[src/rtl/multicycle_control.sv]
// Multicycle RISC-V control FSM: sequences fetch/decode/execute/memory/writeback
// for a shared-memory datapath, with memory wait-state timeout and sticky fault.
module multicycle_control #(
  parameter int MEM_TIMEOUT = 16,
  parameter bit FULL_BRANCH = 1'b1
) (
  input  logic        i_clk,
  input  logic        i_rst,
  input  logic [31:0] i_instr,
  input  logic        i_zero,
  input  logic        i_lt,
  input  logic        i_ltu,
  input  logic        i_mem_ready,
  output logic        o_pc_write,
  output logic        o_ir_write,
  output logic        o_reg_write,
  output logic        o_mem_read,
  output logic        o_mem_write,
  output logic        o_adr_src,
  output logic [1:0]  o_alu_src_a,
  output logic [1:0]  o_alu_src_b,
  output logic [1:0]  o_result_src,
  output logic [2:0]  o_imm_src,
  output logic [3:0]  o_alu_ctrl,
  output logic        o_fault
);

  localparam logic [6:0] OP_LOAD   = 7'b0000011;
  localparam logic [6:0] OP_STORE  = 7'b0100011;
  localparam logic [6:0] OP_RTYPE  = 7'b0110011;
  localparam logic [6:0] OP_ITYPE  = 7'b0010011;
  localparam logic [6:0] OP_LUI    = 7'b0110111;
  localparam logic [6:0] OP_BRANCH = 7'b1100011;
  localparam logic [6:0] OP_JAL    = 7'b1101111;
  localparam logic [6:0] OP_JALR   = 7'b1100111;

  localparam logic [3:0] ALU_ADD    = 4'b0000;
  localparam logic [3:0] ALU_SUB    = 4'b0001;
  localparam logic [3:0] ALU_AND    = 4'b0010;
  localparam logic [3:0] ALU_OR     = 4'b0011;
  localparam logic [3:0] ALU_XOR    = 4'b0100;
  localparam logic [3:0] ALU_SLT    = 4'b0101;
  localparam logic [3:0] ALU_SLTU   = 4'b0110;
  localparam logic [3:0] ALU_SLL    = 4'b0111;
  localparam logic [3:0] ALU_SRL    = 4'b1000;
  localparam logic [3:0] ALU_SRA    = 4'b1001;
  localparam logic [3:0] ALU_PASS_B = 4'b1010;

  // Counter only ever holds 0..MEM_TIMEOUT-1; the final wait cycle goes straight to FAULT.
  localparam int CW = (MEM_TIMEOUT > 0) ? $clog2(MEM_TIMEOUT + 1) : 1;
  localparam logic [CW-1:0] WAIT_LAST = (MEM_TIMEOUT > 0) ? CW'(MEM_TIMEOUT - 1) : '0;

  typedef enum logic [3:0] {
    S_FETCH    = 4'd0,
    S_DECODE   = 4'd1,
    S_MEMADR   = 4'd2,
    S_MEMREAD  = 4'd3,
    S_MEMWB    = 4'd4,
    S_MEMWRITE = 4'd5,
    S_EXECR    = 4'd6,
    S_EXECI    = 4'd7,
    S_LUI      = 4'd8,
    S_ALUWB    = 4'd9,
    S_BRANCH   = 4'd10,
    S_JAL      = 4'd11,
    S_JALR     = 4'd12,
    S_JLINK    = 4'd13,
    S_FAULT    = 4'd14
  } state_t;

  state_t          r_state;
  state_t          w_next_state;
  logic [CW-1:0]   r_wait_cnt;
  logic [CW-1:0]   w_wait_cnt_next;
  logic [6:0]      w_opcode;
  logic [2:0]      w_funct3;
  logic            w_funct7_5;
  logic            w_wait_state;
  logic            w_timeout;
  logic            w_unused_instr;

  assign w_opcode       = i_instr[6:0];
  assign w_funct3       = i_instr[14:12];
  assign w_funct7_5     = i_instr[30];
  assign w_wait_state   = (r_state == S_FETCH) || (r_state == S_MEMREAD) || (r_state == S_MEMWRITE);
  assign w_timeout      = (MEM_TIMEOUT != 0) && (r_wait_cnt == WAIT_LAST);
  assign w_unused_instr = ^{i_instr[31], i_instr[29:15], i_instr[11:7]};

  function automatic logic [3:0] alu_decode(input logic [2:0] f3, input logic f7b5, input logic is_r);
    logic [3:0] op;
    case (f3)
      3'b000:  op = (is_r && f7b5) ? ALU_SUB : ALU_ADD;
      3'b001:  op = ALU_SLL;
      3'b010:  op = ALU_SLT;
      3'b011:  op = ALU_SLTU;
      3'b100:  op = ALU_XOR;
      3'b101:  op = f7b5 ? ALU_SRA : ALU_SRL;
      3'b110:  op = ALU_OR;
      3'b111:  op = ALU_AND;
      default: op = ALU_ADD;
    endcase
    return op;
  endfunction

  function automatic logic branch_legal(input logic [2:0] f3);
    logic ok;
    case (f3)
      3'b000, 3'b001:                 ok = 1'b1;
      3'b100, 3'b101, 3'b110, 3'b111: ok = FULL_BRANCH;
      default:                        ok = 1'b0;
    endcase
    return ok;
  endfunction

  function automatic logic branch_taken(input logic [2:0] f3, input logic z, input logic lt, input logic ltu);
    logic tk;
    case (f3)
      3'b000:  tk = z;
      3'b001:  tk = ~z;
      3'b100:  tk = lt;
      3'b101:  tk = ~lt;
      3'b110:  tk = ltu;
      3'b111:  tk = ~ltu;
      default: tk = 1'b0;
    endcase
    return tk;
  endfunction

  // State and wait-counter registers
  always_ff @(posedge i_clk) begin
    if (i_rst) begin
      r_state    <= S_FETCH;
      r_wait_cnt <= '0;
    end else begin
      r_state    <= w_next_state;
      r_wait_cnt <= w_wait_cnt_next;
    end
  end

  // Wait counter: counts stalled cycles, clears on ready or when leaving a wait state
  always_comb begin
    if (w_wait_state && !i_mem_ready && !w_timeout && (MEM_TIMEOUT != 0)) begin
      w_wait_cnt_next = r_wait_cnt + CW'(1);
    end else begin
      w_wait_cnt_next = '0;
    end
  end

  // Next-state logic
  always_comb begin
    w_next_state = r_state;
    case (r_state)
      S_FETCH: begin
        if (i_mem_ready)    w_next_state = S_DECODE;
        else if (w_timeout) w_next_state = S_FAULT;
        else                w_next_state = S_FETCH;
      end
      S_DECODE: begin
        case (w_opcode)
          OP_LOAD, OP_STORE: w_next_state = S_MEMADR;
          OP_RTYPE:          w_next_state = S_EXECR;
          OP_ITYPE:          w_next_state = S_EXECI;
          OP_LUI:            w_next_state = S_LUI;
          OP_BRANCH:         w_next_state = branch_legal(w_funct3) ? S_BRANCH : S_FAULT;
          OP_JAL:            w_next_state = S_JAL;
          OP_JALR:           w_next_state = S_JALR;
          default:           w_next_state = S_FAULT;
        endcase
      end
      S_MEMADR:  w_next_state = (w_opcode == OP_STORE) ? S_MEMWRITE : S_MEMREAD;
      S_MEMREAD: begin
        if (i_mem_ready)    w_next_state = S_MEMWB;
        else if (w_timeout) w_next_state = S_FAULT;
        else                w_next_state = S_MEMREAD;
      end
      S_MEMWRITE: begin
        if (i_mem_ready)    w_next_state = S_FETCH;
        else if (w_timeout) w_next_state = S_FAULT;
        else                w_next_state = S_MEMWRITE;
      end
      S_MEMWB:                   w_next_state = S_FETCH;
      S_EXECR, S_EXECI, S_LUI:   w_next_state = S_ALUWB;
      S_ALUWB:                   w_next_state = S_FETCH;
      S_BRANCH:                  w_next_state = S_FETCH;
      S_JAL:                     w_next_state = S_ALUWB;
      S_JALR:                    w_next_state = S_JLINK;
      S_JLINK:                   w_next_state = S_ALUWB;
      S_FAULT:                   w_next_state = S_FAULT;
      default:                   w_next_state = S_FAULT;
    endcase
  end

  // Output decode; everything forced low during reset
  always_comb begin
    o_pc_write   = 1'b0;
    o_ir_write   = 1'b0;
    o_reg_write  = 1'b0;
    o_mem_read   = 1'b0;
    o_mem_write  = 1'b0;
    o_adr_src    = 1'b0;
    o_alu_src_a  = 2'b00;
    o_alu_src_b  = 2'b00;
    o_result_src = 2'b00;
    o_imm_src    = 3'b000;
    o_alu_ctrl   = ALU_ADD;
    o_fault      = 1'b0;
    if (i_rst) begin
      o_fault = 1'b0;
    end else begin
      case (r_state)
        S_FETCH: begin
          o_mem_read   = 1'b1;
          o_alu_src_b  = 2'b10;
          o_result_src = 2'b10;
          o_ir_write   = i_mem_ready;
          o_pc_write   = i_mem_ready;
        end
        // JAL needs its J-immediate target in ALUOut; everything else precomputes the branch target
        S_DECODE: begin
          o_alu_src_a = 2'b01;
          o_alu_src_b = 2'b01;
          o_imm_src   = (w_opcode == OP_JAL) ? 3'b011 : 3'b010;
        end
        S_MEMADR: begin
          o_alu_src_a = 2'b10;
          o_alu_src_b = 2'b01;
          o_imm_src   = (w_opcode == OP_STORE) ? 3'b001 : 3'b000;
        end
        S_MEMREAD: begin
          o_mem_read = 1'b1;
          o_adr_src  = 1'b1;
        end
        S_MEMWB: begin
          o_reg_write  = 1'b1;
          o_result_src = 2'b01;
        end
        S_MEMWRITE: begin
          o_mem_write = 1'b1;
          o_adr_src   = 1'b1;
        end
        S_EXECR: begin
          o_alu_src_a = 2'b10;
          o_alu_ctrl  = alu_decode(w_funct3, w_funct7_5, 1'b1);
        end
        S_EXECI: begin
          o_alu_src_a = 2'b10;
          o_alu_src_b = 2'b01;
          o_alu_ctrl  = alu_decode(w_funct3, w_funct7_5, 1'b0);
        end
        S_LUI: begin
          o_alu_src_b = 2'b01;
          o_imm_src   = 3'b100;
          o_alu_ctrl  = ALU_PASS_B;
        end
        S_ALUWB: o_reg_write = 1'b1;
        S_BRANCH: begin
          o_alu_src_a = 2'b10;
          o_alu_ctrl  = ALU_SUB;
          o_pc_write  = branch_taken(w_funct3, i_zero, i_lt, i_ltu);
        end
        S_JAL: begin
          o_pc_write  = 1'b1;
          o_alu_src_a = 2'b01;
          o_alu_src_b = 2'b10;
        end
        S_JALR: begin
          o_pc_write   = 1'b1;
          o_alu_src_a  = 2'b10;
          o_alu_src_b  = 2'b01;
          o_result_src = 2'b10;
        end
        S_JLINK: begin
          o_alu_src_a = 2'b01;
          o_alu_src_b = 2'b10;
        end
        S_FAULT: o_fault = 1'b1;
        default: o_fault = 1'b0;
      endcase
    end
  end

endmodule

[config.mk]
export PLATFORM = sky130hd
export DESIGN_NAME = multicycle_control
export DESIGN_NICKNAME = d
export VERILOG_FILES = /design/src/rtl/multicycle_control.sv
export SDC_FILE = /design/constraint.sdc
export NUM_CORES = 1
export LEC_CHECK = 0
export CORE_MARGIN = 2
export CORE_UTILIZATION = 40
export DETAILED_ROUTE_END_ITERATION = 7
export PLACE_DENSITY_LB_ADDON = 0.12
export RECOVER_POWER = 25
export SLEW_MARGIN = 15
export SYNTH_ARGS = -nofsm -noshare
export SYNTH_HDL_FRONTEND = slang
export SYNTH_SLANG_ARGS = --single-unit
[constraint.sdc]
create_clock -name i_clk -period 2.3 [get_ports i_clk]
set_input_delay 0.345 -clock i_clk [delete_from_list [all_inputs] [get_ports i_clk]]
set_output_delay 0.345 -clock i_clk [all_outputs]
set_load 0.1 [all_outputs]
==> metrics.txt <==
Crit Path Max Fanout=2; post-synthesis register bit count=9; IO Pins=between 50 and 60; top post-synthesis cells by count=nor2_1, a21oi_1, nand2_1; gpl congestion=just under 0.9; Fin. Hold Viols=0; Final setup viols=0; Initial Util=0.4109; Mapped Nets=~210; critical path arrival=about 1.9 ns; Max-Cap Viols=0; EDFF count, synth=0; initial antenna violation count=0; area delta synth->final=87.75%; max-slew violations=0; Residual DRC=0; vias in the first global route=between 1000 and 1500; maximum number of pins on one net before global-route repair=24; unrepaired setup endpoints after global routing=false; Inst Count DP=245; WHS Endpoint=r_wait_cnt[0]$_SDFF_PP0_; Fmax=between 400 and 500 MHz; Die Width=about 57 um; Min-Delay Path Depth=1; FF-to-FF Start=r_wait_cnt[0]$_SDFF_PP0_; Starting DRT DRC Count=slightly below 60; Clock transition at path regs=0.06 ns; actual slew at the worst max-slew pin=about 0.40 ns; hpwl dp=between 2000 and 3000 um; status=completed; Synth warnings=0; Post-Route Setup TNS=0 ns; GR Overflow Total=0; Reg2Reg Depth=8; n_diodes=0; Hold Crit Class=reg -> reg; via-per-instance ratio=5.905; row count=19; drt total wl=just under 4000 um; reg-to-reg setup timing slack=roughly 0.32 ns; Die H=between 50 and 60 um; synthesized cell area=about 1100 um2; Async S/R FF share, synth=0; skew final=0.001009 ns; Final period util=0.9649; Worst VDD drop=around 1.1 mV; overall routing resource usage=0.2410; Worst slew margin=0.7336; top-count cell post-synth=nor2_1; CTS root buf=clkbuf_4; Clock Path Buffers=2; Pwr per Cell Area=~1100 nW/um2; Critical Path Start Type=input port; Synth area leaders=dfxtp_1, nor2_1, a21oi_1; final non-filler cell total=approximately 250; Top FF cell, synth=dfxtp_1; post-synth top area share=0.1618; final period demand of the worst path=2.219 ns; Yosys cell types=48; Die ar.=around 3200 um2; cts bufs inserted=3; fin nets=263; sequential share of the synthesized area=0.1618; Port Buffer Count=36; Worst setup EP type=primary output; CTS tree=done; Vias=between 1000 and 1500; worst r2r dst=r_state[3]$_SDFF_PP0_; Avg WL per Cell=around 15 um; syn avg cell area=between 6 and 7 um2; ANT nets after route=0; Cells after Synth=169; core area=around 2700 um2; FILL cells=208; leak pwr=approximately 0.82 nW; worst path required time=about 2 ns; first-pass GRT wire length=approximately 6200 um; worst-skew pair later-pin latency=between 0.2 and 0.3 ns; hold_sp=r_wait_cnt[0]$_SDFF_PP0_; # clock sinks=9; layout cell share with drive strength beyond 1=0.3784; hold bufs inserted after CTS=0; H-tree Lvls=1; Initial DRT Pass Iterations=5; Yosys top cell by area=dfxtp_1; Setup CP Type=in -> out
## what timing repair did
item,CTS,global route
gates resized for setup,20,13
buffers inserted,3,1
endpoints found under the setup margin,6,7
pin swaps,8,5
cloned,0,0
## per-layer routing
layer,GRT usage,vias up,part of all wire
met5,0,-,0
met3,0.03226,12,0.071
met1,0.2893,691,0.39
li1,-,718,-
met4,0.07309,0,0.025
met2,0.4402,73,0.51
## worst max path at each step
| stage | slack [ns] | startpoint | cells after the start | to |
|---|---|---|---|---|
| 2_1_floorplan | -0.34 | i_instr[2] | 4 | o_imm_src[0] |
| 3_3_place_gp | -0.19 | i_instr[2] | 6 | o_imm_src[0] |
| 3_5_place_dp | -0.21 | i_instr[2] | 6 | o_imm_src[0] |
| 4_1_cts | -0.02 | i_instr[5] | 7 | o_imm_src[0] |
| 5_1_grt | 0.006 | i_instr[6] | 6 | o_imm_src[0] |
| 6_report | 0.08 | i_instr[6] | 6 | o_imm_src[0] |
## critical path, stage by stage
cell	delay [ns]
clkdlybuf4s15_1	0.18
or4_4	0.50
nor2_4	0.09
nand4b_1	0.15
a2111oi_4	0.38
buf_12	0.22
## cells in the final DEF, fill, tap and decap left out, types with 3 or more instances in the layout
| cell type | instances |
|---|---|
| inv_1 | 6 |
| and3_1 | 5 |
| buf_2 | 3 |
| nand2_1 | 12 |
| nor2_4 | 5 |
| o21ai_0 | 8 |
| dfxtp_1 | 8 |
| clkbuf_4 | 3 |
| buf_12 | 22 |
| xnor2_1 | 3 |
| buf_4 | 24 |
| a21oi_1 | 12 |
| nor2_1 | 22 |
| o211ai_1 | 4 |
| clkdlybuf4s50_1 | 7 |
| nor2_2 | 4 |
| dlymetal6s2s_1 | 3 |
| nand2b_1 | 3 |
| nor2b_1 | 6 |
| a21oi_4 | 3 |
| nand3_1 | 4 |
| xor2_1 | 3 |
## state kept, by name, indices dropped and copies added (netlist names)
name,cells
r_wait_cnt,5
r_state,4
## power breakdown
part / switching (mW) / leakage, nW / internal [mW] / total, mW
Clock: 0.0597 / 0.0150 / 0.0672 / 0.127
Combinational: 1.26 / 0.735 / 0.730 / 1.99
Sequential: 0.0495 / 0.0738 / 0.193 / 0.243
Total: 1.37 / 0.824 / 0.991 / 2.36
## logic make-up after synthesis
logic type / count (synthesis) / share of synthesized area
and+or+nand+nor: 82 / 0.3719
AOI/OAI and AO/OA: 47 / 0.2865
buffers and inverters: 19 / 0.07190
DFF: 9 / 0.1618
xor gates and xnor gates: 6 / 0.04720
muxes: 4 / 0.03820
adders and majority gates: 2 / 0.02247
## per-stage QoR
stage                       util  hold WS, ns  cell area (um2)  setup slack, ns  total power [mW]
after detailed placement  0.7313       0.4477             1982          -0.2087             2.192
after global placement    0.7313       0.4326             1982          -0.1940             2.157
final                     0.7715       0.4578             2091          0.08075             2.358
after global routing      0.7715       0.4879             2091         0.006230             2.469
after floorplan                -       0.4175             1250          -0.3419             1.533
after CTS                 0.7512       0.4590             2036         -0.01923             2.333
## cell type report
class	count	area, um2	share of cell area
multi-input cells	141	1051	0.5027
repair buffers	62	770.7	0.3686
flip-flops and latches	9	181.4	0.08677
well taps	31	38.79	0.01855
clock buffers	4	26.28	0.01257
inverters	6	22.52	0.01077
Note: power is estimated with default switching activity, not from simulation.
